`src/rtl/sram_stream_reader.sv`:
```
// sram_stream_reader
//   Read-side client for a 1R1W SRAM with a one-cycle registered-address read.
//   Takes a burst descriptor (start address, length-1) and streams the words
//   out over valid/ready with an end-of-burst marker. A 3-entry output FIFO
//   plus a credit check on issued reads absorbs both the SRAM read latency
//   and downstream backpressure without losing or duplicating words.
//
// Ports
//   clk, rst            single clock, synchronous active-high reset
//   req_valid/ready     burst descriptor handshake
//   req_addr, req_len   start address, word count minus one
//   sram_read_*         SRAM read port (data valid the cycle after enable)
//   out_valid/ready     output stream handshake
//   out_data, out_last  stream word and end-of-burst marker
//   busy                FSM not in IDLE
//   stall_cycles        (SRAM_STREAM_READER_PERF_EN only) saturating count of
//                       cycles with out_valid && !out_ready
//
// Build option
//   SRAM_STREAM_READER_PERF_EN  adds the stall_cycles port and counter.

module sram_stream_reader #(
  parameter int WORD_SIZE = 8,
  parameter int ADDR_SIZE = 4,
  parameter int LEN_SIZE  = 8
) (
  input  logic                 clk,
  input  logic                 rst,
  input  logic                 req_valid,
  output logic                 req_ready,
  input  logic [ADDR_SIZE-1:0] req_addr,
  input  logic [LEN_SIZE-1:0]  req_len,
  output logic                 sram_read_enable,
  output logic [ADDR_SIZE-1:0] sram_read_address,
  input  logic [WORD_SIZE-1:0] sram_read_data,
  output logic                 out_valid,
  input  logic                 out_ready,
  output logic [WORD_SIZE-1:0] out_data,
  output logic                 out_last,
  output logic                 busy
`ifdef SRAM_STREAM_READER_PERF_EN
  ,
  output logic [31:0]          stall_cycles
`endif
);

  typedef enum logic [1:0] {
    S_IDLE  = 2'd0,
    S_ISSUE = 2'd1,
    S_DRAIN = 2'd2
  } state_t;

  localparam logic [1:0] FIFO_DEPTH = 2'd3;

  state_t               r_state;
  logic [ADDR_SIZE-1:0] r_addr;
  logic [LEN_SIZE-1:0]  r_remaining;

  // A read issued last cycle: its data is on sram_read_data this cycle.
  logic                 r_inflight;
  logic                 r_inflight_last;

  // Output FIFO, 3 entries of {data, last}
  logic [WORD_SIZE-1:0] r_fifo_data [3];
  logic [2:0]           r_fifo_last;
  logic [1:0]           r_rd_ptr;
  logic [1:0]           r_wr_ptr;
  logic [1:0]           r_count;

  logic                 w_credit;
  logic                 w_issue;
  logic                 w_deq;
  logic                 w_head_last;
  logic [WORD_SIZE-1:0] w_head_data;

  function automatic logic [1:0] ptr_inc(input logic [1:0] p);
    return (p == 2'd2) ? 2'd0 : p + 2'd1;
  endfunction

  // Entries already held plus the one read in flight must leave room for
  // the read about to issue. A dequeue this cycle is deliberately ignored so
  // the check depends only on registered state.
  assign w_credit = ({1'b0, r_count} + {2'b00, r_inflight}) < {1'b0, FIFO_DEPTH};
  assign w_issue  = (r_state == S_ISSUE) && w_credit && !rst;
  assign w_deq    = (r_count != 2'd0) && out_ready && !rst;

  always_comb begin
    w_head_data = r_fifo_data[0];
    w_head_last = r_fifo_last[0];
    case (r_rd_ptr)
      2'd1: begin
        w_head_data = r_fifo_data[1];
        w_head_last = r_fifo_last[1];
      end
      2'd2: begin
        w_head_data = r_fifo_data[2];
        w_head_last = r_fifo_last[2];
      end
      default: ;
    endcase
  end

  // Outputs are decoded from registered state only; rst forces them low so
  // nothing is presented while reset is being sampled.
  assign req_ready         = (r_state == S_IDLE) && !rst;
  assign busy              = (r_state != S_IDLE) && !rst;
  assign sram_read_enable  = w_issue;
  assign sram_read_address = r_addr;
  assign out_valid         = (r_count != 2'd0) && !rst;
  assign out_data          = w_head_data;
  assign out_last          = w_head_last && out_valid;

  always_ff @(posedge clk) begin
    if (rst) begin
      r_state         <= S_IDLE;
      r_addr          <= '0;
      r_remaining     <= '0;
      r_inflight      <= 1'b0;
      r_inflight_last <= 1'b0;
      r_fifo_last     <= '0;
      r_rd_ptr        <= 2'd0;
      r_wr_ptr        <= 2'd0;
      r_count         <= 2'd0;
    end else begin
      r_inflight      <= w_issue;
      r_inflight_last <= w_issue && (r_remaining == '0);

      // SRAM data is only valid for one cycle, so capture unconditionally;
      // the credit check guarantees a free slot.
      if (r_inflight) begin
        r_fifo_data[r_wr_ptr] <= sram_read_data;
        r_fifo_last[r_wr_ptr] <= r_inflight_last;
        r_wr_ptr              <= ptr_inc(r_wr_ptr);
      end

      if (w_deq)
        r_rd_ptr <= ptr_inc(r_rd_ptr);

      case ({r_inflight, w_deq})
        2'b10:   r_count <= r_count + 2'd1;
        2'b01:   r_count <= r_count - 2'd1;
        default: r_count <= r_count;
      endcase

      case (r_state)
        S_IDLE: begin
          if (req_valid) begin
            r_addr      <= req_addr;
            r_remaining <= req_len;
            r_state     <= S_ISSUE;
          end
        end
        S_ISSUE: begin
          if (w_issue) begin
            r_addr      <= r_addr + 1'b1;  // wraps modulo memory depth
            r_remaining <= r_remaining - 1'b1;
            if (r_remaining == '0)
              r_state <= S_DRAIN;
          end
        end
        S_DRAIN: begin
          if (w_deq && w_head_last)
            r_state <= S_IDLE;
        end
        default: r_state <= S_IDLE;
      endcase
    end
  end

`ifdef SRAM_STREAM_READER_PERF_EN
  logic [31:0] r_stall_cycles;

  always_ff @(posedge clk) begin
    if (rst)
      r_stall_cycles <= '0;
    else if (out_valid && !out_ready && (r_stall_cycles != 32'hFFFF_FFFF))
      r_stall_cycles <= r_stall_cycles + 32'd1;
  end

  assign stall_cycles = r_stall_cycles;
`endif

endmodule

```
`config.mk`:
```
export PLATFORM = sky130hd
export DESIGN_NAME = sram_stream_reader
export DESIGN_NICKNAME = d
export VERILOG_FILES = /design/src/rtl/sram_stream_reader.sv
export SDC_FILE = /design/constraint.sdc
export NUM_CORES = 1
export LEC_CHECK = 0
export CAP_MARGIN = 30
export CORE_MARGIN = 4
export CORE_UTILIZATION = 56
export DETAILED_ROUTE_END_ITERATION = 16
export PLACE_DENSITY = 0.84
export SETUP_SLACK_MARGIN = 0.02
export SLEW_MARGIN = 20
export SYNTH_ARGS = -nofsm -noshare
export SYNTH_HDL_FRONTEND = slang
export SYNTH_SLANG_ARGS = --single-unit
export TNS_END_PERCENT = 1
```
`constraint.sdc`:
```
create_clock -name clk -period 2.87 [get_ports clk]
set_clock_uncertainty 0.1 [all_clocks]
set_input_delay 0.4305 -clock clk [delete_from_list [all_inputs] [get_ports clk]]
set_output_delay 0.4305 -clock clk [all_outputs]
set_load 0.01 [all_outputs]
```
==> results of run 1 <==
[final timing paths]
path | slack (ns) | start | to
setup / recovery | 0.21 | r_rd_ptr[1] | out_last
hold reg to reg | 0.38 | r_fifo_last[0] | r_fifo_last[0]
setup reg to reg | 0.88 | r_inflight | r_remaining[1]
hold / removal | 0.38 | r_fifo_last[0] | r_fifo_last[0]
[power groups by stage]
stage	Combinational [mW]	Clock, mW	Sequential (mW)
5_1_grt	0.515	0.452	0.846
3_5_place_dp	0.461	0	0.851
2_1_floorplan	0.310	0	0.844
6_report	0.461	0.414	0.836
3_3_place_gp	0.453	0	0.850
4_1_cts	0.463	0.423	0.836
[cell type report]
type / instances / share of cell area
clock buffers: 5 / 0.0242
flip-flops and latches: 49 / 0.429
inverters: 6 / 0.00791
repair buffers: 44 / 0.152
well taps: 50 / 0.0220
clock inverters: 3 / 0.00878
multi-input cells: 154 / 0.357
[repair_timing]
| action | 4_1_cts | 5_1_grt |
|---|---|---|
| gates resized for setup | 0 | 2 |
| endpoints found under the setup margin | 0 | 9 |
| hold buffers | 0 | 0 |
| endpoints found under the hold margin | 0 | 0 |
[flip-flops by register name, indices dropped and copies added, names as in the netlist]
name               cells
r_remaining            8
r_state                2
r_inflight_last        1
r_fifo_data           24
r_rd_ptr               2
r_inflight             1
r_count                2
r_wr_ptr               2
r_fifo_last            3
sram_read_address      4
[through the flow]
| stage | area (um^2) | std cells |
|---|---|---|
| after CTS | 2840 | 311 |
| final | 2850 | 311 |
| after detailed placement | 2750 | 303 |
| after floorplan | 2320 | 220 |
| after global routing | 2850 | 311 |
| after global placement | 2750 | 303 |
[worst max-delay path: stages (launching register included)]
cell and delay, ns:
dfxtp_1 0.33, inv_1 0.13, ha_1 0.40, a22o_1 0.20, mux2i_1 0.08, nor2b_1 0.15, clkdlybuf4s50_1 0.55
[per-layer routing]
metal | GRT usage | wire length [um] | part of all wire
met3 | 0.0388 | 241 | 0.056
met1 | 0.227 | 1870 | 0.44
met2 | 0.295 | 2120 | 0.50
met5 | 0 | 0 | 0
met4 | 0.0752 | 44 | 0.010
[logic make-up (layout without fill, tap and decap cells)]
kind of cell / Yosys count / after routing / synth area share
compound gates: 64 / 64 / 0.184
xor+xnor: 2 / 2 / 0.00756
fa+ha+maj: 10 / 10 / 0.0540
buf+inv: 17 / 58 / 0.0362
flops: 49 / 49 / 0.527
mux: 3 / 3 / 0.0130
simple gates: 75 / 75 / 0.179
[placed cells by master, fill, tap and decap left out, types with 5 or more instances in the layout]
| master | synthesis | layout |
|---|---|---|
| inv_1 | 6 | 6 |
| nand3_1 | 8 | 8 |
| nor3_1 | 7 | 7 |
| nor2_1 | 24 | 24 |
| nand2_1 | 11 | 11 |
| clkbuf_8 | 0 | 5 |
| ha_1 | 10 | 9 |
| a22oi_1 | 9 | 9 |
| o21ai_0 | 14 | 14 |
| dfxtp_1 | 25 | 25 |
| a21oi_1 | 24 | 24 |
| edfxtp_1 | 24 | 24 |
| clkdlybuf4s50_1 | 0 | 39 |
==> results.py, run 1 <==
metrics = {
    "run_status": {
        "status": "finished, final reports clean",
    },
    "routing": {
        "drt_iter0_markers": 58,
        "num_vias": 1713,
        "wl_per_cell_um": 13.7,
        "dr.pass1.iters": 4,
        "drt-vias-per-instance": 5.51,
        "ant_nets": 0,
        "drc_errors": 0,
        "wl_um": 4270,
    },
    "die": {
        "core-area_um2": 4000,
        "die-area_um2": 5230,
        "ios": 41,
        "die_h_um": 72.3,
        "start_util": 0.580,
        "rows": 23,
        "dieWidth_um": 72.3,
    },
    "synthesis": {
        "synth_warnings": 0,
        "synth_edf_count": 24,
        "synth_top_cell_by_area": "edfxtp_1",
        "async_flop_share": 0,
        "synth.avg_cell_area_um2": 10.5,
        "syn-cell-area_um2": 2320,
        "yosysMostFrequentCell": "dfxtp_1",
        "ys_ff_latch": 49,
        "synth.area.top_cells": "edfxtp_1, dfxtp_1, ha_1, a21oi_1, nor2_1",
        "seq_area_frac_synth": 0.527,
        "yosysTopAreaCellShare": 0.311,
        "synth-main-ff-cell": "dfxtp_1",
        "ys_top_cells_by_count": "dfxtp_1, a21oi_1, edfxtp_1, nor2_1, o21ai_0",
        "syn-num-nets": 254,
        "yosysUniqueCellTypes": 44,
        "netlist_instances": 220,
    },
    "critical_path": {
        "path_class": "reg -> out",
        "cp-end-kind": "primary output",
        "critPathLaunchType": "flip-flop",
        "cp.required_ns": 2.34,
        "cp.arrival_ns": 2.13,
        "rr_worst_depth": 6,
        "worst-path-max-fanout": 9,
    },
    "timing": {
        "fmax_ghz": 0.375,
        "finalSetupTns_ns": 0,
        "tightest_slew_ns": 0.648,
        "hold_ws_ns": 0.378,
        "setup_violations": 0,
        "slew_viol_final": 0,
        "hold_viol_final": 0,
        "relSlewSlack": 0.566,
        "rsz0062_at_grt": "no",
        "period_needed_ns": 2.66,
        "setup_slack_ns": 0.205,
        "timing.final.crit_share": 0.929,
    },
    "run": {
        "maxCapViolations": 0,
    },
    "finish": {
        "nets": 294,
        "syn_to_final_growth_pct": 22.9,
        "drive_gt1_frac": 0.0881,
        "multiInputGateArea_um2": 1020,
        "ff_latch_area_um2": 1220,
        "fin_util": 0.712,
        "nFillCells": 292,
        "diodes": 0,
    },
    "worst_hold_path": {
        "holdPathStages": 2,
        "hold_path.class": "reg -> reg",
    },
    "grt": {
        "grt_overflow": 0,
        "grt_pass1_wl_um": 7240,
        "grt_max_degree": 26,
        "track_usage": 0.179,
        "grt_pass1_vias": 1574,
        "antenna_found_initial": 0,
    },
    "power_and_ir_drop": {
        "seqPwrFrac": 0.489,
        "power.density_nw_per_um2": 601,
        "intPower_mw": 1.19,
        "ir_worst_vdd_mv": 0.324,
        "power_leakage_nw": 1.03,
        "switchingPower_uw": 521,
        "power_mw": 1.71,
        "p_clk_frac": 0.242,
        "combPwrFrac": 0.269,
        "sw_frac_of_total": 0.304,
    },
    "place": {
        "hpwl_um": 3080,
        "gp_congestion": 0.786,
        "post-place-ws_ns": 0.369,
        "port_buffers": 40,
    },
    "cts": {
        "clock_latency_ns": 0.30,
        "cts-buffers-inserted": 5,
        "cts_tree": "yes",
        "htreeDepth": 2,
        "path_clk_slew_ns": 0.09,
        "cts_root_buffer": "clkbuf_8",
        "clkSinkCount": 49,
        "cts_setup_buffers": 0,
        "clk_path_buf_depth": 2,
    },
}
Note: power is estimated with default switching activity, not from simulation.
==> run 2, diff against run 1 <==
Settings changed: CORE_MARGIN 4 to 5, RECOVER_POWER set to 25, SLEW_MARGIN 20 to not set.
==> run 2 against run 1 <==
Cell area grew 1.0%; via count grew 2.1%; power grew 4.5%; routed wire length grew 1.3%; highest routed layer unchanged; worst hold slack gained 0.010 ns; critical endpoint unchanged.
==> results.py, run 2 (synthesized netlist as in run 1, its figures left out) <==
metrics = {
    "critical_path": {
        "r2r-start": "r_inflight",
        "critPathLaunchType": "flip-flop",
        "cp-end-kind": "primary output",
        "max_stage_delay_ns": 0.54,
        "cp.arrival_ns": 2.11,
        "cpMaxStageDelayCell": "clkdlybuf4s50_1",
        "cp.required_ns": 2.34,
        "crit_path_start": "r_rd_ptr[1]",
        "path_class": "reg -> out",
        "crit_chain": "inv_1 > ha_1 > a22o_1 > mux2i_1 > nor2b_1 > clkdlybuf4s50_1",
        "worst-path-max-fanout": 9,
    },
    "worst_hold_path": {
        "min-delay-start": "r_inflight_last",
        "hold_path.class": "reg -> reg",
    },
    "timing": {
        "slew_viol_final": 0,
        "setup_violations": 0,
        "rsz0062_at_grt": "no",
        "tightest_slew_ns": 0.411,
        "fmax_ghz": 0.379,
        "period_needed_ns": 2.64,
        "relSlewSlack": 0.726,
        "finalSetupTns_ns": 0,
        "hold_viol_final": 0,
        "timing.final.crit_share": 0.919,
    },
    "finish": {
        "drive_gt1_frac": 0.0916,
        "diodes": 0,
        "nFillCells": 285,
        "top_register": "r_fifo_data",
        "final_cell_mix": "clkdlybuf4s50_1, dfxtp_1, nor2_1, a21oi_1, edfxtp_1",
        "syn_to_final_growth_pct": 24.1,
        "largest_reg_flops": 24,
        "nets": 295,
        "mostFrequentLayoutCell": "clkdlybuf4s50_1",
    },
    "routing": {
        "ant_nets": 0,
        "drc_errors": 0,
        "wl_per_cell_um": 13.9,
        "dr.pass1.iters": 4,
        "wl_um": 4330,
        "num_vias": 1749,
        "drt_iter0_markers": 129,
        "drt-vias-per-instance": 5.61,
    },
    "die": {
        "core-area_um2": 4000,
        "rows": 23,
        "start_util": 0.580,
        "die_h_um": 74.3,
        "dieWidth_um": 74.3,
        "die-area_um2": 5530,
        "ios": 41,
    },
    "cts": {
        "cts_setup_buffers": 0,
        "clock_latency_ns": 0.30,
        "clk_path_buf_depth": 2,
        "path_clk_slew_ns": 0.09,
        "cts-buffers-inserted": 5,
        "htreeDepth": 2,
        "cts_tree": "yes",
        "cts_root_buffer": "clkbuf_8",
        "cts_hold_buf": 0,
        "clkSinkCount": 49,
    },
    "place": {
        "hpwl_um": 3080,
        "port_buffers": 40,
        "gp_congestion": 0.807,
    },
    "grt": {
        "grt_pass1_vias": 1636,
        "antenna_found_initial": 0,
        "grt_max_degree": 26,
        "grt_overflow": 0,
        "grt_pass1_wl_um": 7340,
        "track_usage": 0.175,
    },
    "power_and_ir_drop": {
        "ir_worst_vdd_mv": 0.367,
        "power_mw": 1.79,
        "power_leakage_nw": 1.05,
        "power.density_nw_per_um2": 621,
    },
    "run": {
        "maxCapViolations": 0,
    },
    "run_status": {
        "status": "finished, final reports clean",
    },
}
==> run 2: path summary, 6_finish.rpt <==
kind,end,slack (ns),cells past startpoint
worst max-delay path,out_last,0.23,6
worst min-delay path,r_fifo_last[0],0.39,2
worst max register to register,r_remaining[1],0.90,6
worst min register to register,r_fifo_last[0],0.39,2
==> run 2: metrics by stage <==
step / instances / utilization / hold slack [ns] / instance area [um^2] / worst slack, ns
3_3_place_gp: 304 / 0.689 / 0.365 / 2760 / 0.373
5_1_grt: 312 / 0.719 / 0.449 / 2880 / 0.0800
4_1_cts: 312 / 0.718 / 0.390 / 2870 / 0.0303
6_report: 312 / 0.719 / 0.388 / 2880 / 0.234
3_5_place_dp: 304 / 0.689 / 0.373 / 2760 / 0.364
2_1_floorplan: 220 / - / 0.344 / 2320 / 0.859
==> run 2: metal layers <==
metal	vias to the layer above	part of all wire	track usage
met5	-	0	0
met4	0	0.013	0.0613
met3	5	0.054	0.0446
met2	46	0.51	0.298
met1	816	0.43	0.216
li1	882	-	-
==> run 2: cell type report <==
cell class | instances | area, um^2 | area share
sequential | 49 | 1220 | 0.424
multi-input combinational | 154 | 1020 | 0.353
timing repair buffer | 45 | 440 | 0.153
clock buffer | 5 | 68.8 | 0.0239
tap | 50 | 62.6 | 0.0217
clock inverter | 3 | 46.3 | 0.0161
inverter | 6 | 22.5 | 0.00783
==> run 2: report_power, final <==
group	switching, mW	internal (mW)	total [mW]
registers	0.0538	0.782	0.836
logic	0.232	0.230	0.461
clock network	0.229	0.261	0.490
total	0.514	1.27	1.79
==> run 2: repair_timing <==
action,4_1_cts,5_1_grt
hold endpoints to repair,0,0
resized for setup,0,2
endpoints found under the setup margin,0,9
==> run 2: critical path, delay by kind of cell, from the launching register on <==
family / cells / cell delay [ns]
AOI/OAI and AO/OA: 1 / 0.21
adders and majority gates: 1 / 0.40
buffers and inverters: 2 / 0.67
DFF: 1 / 0.32
muxes: 1 / 0.09
and+or+nand+nor: 1 / 0.12
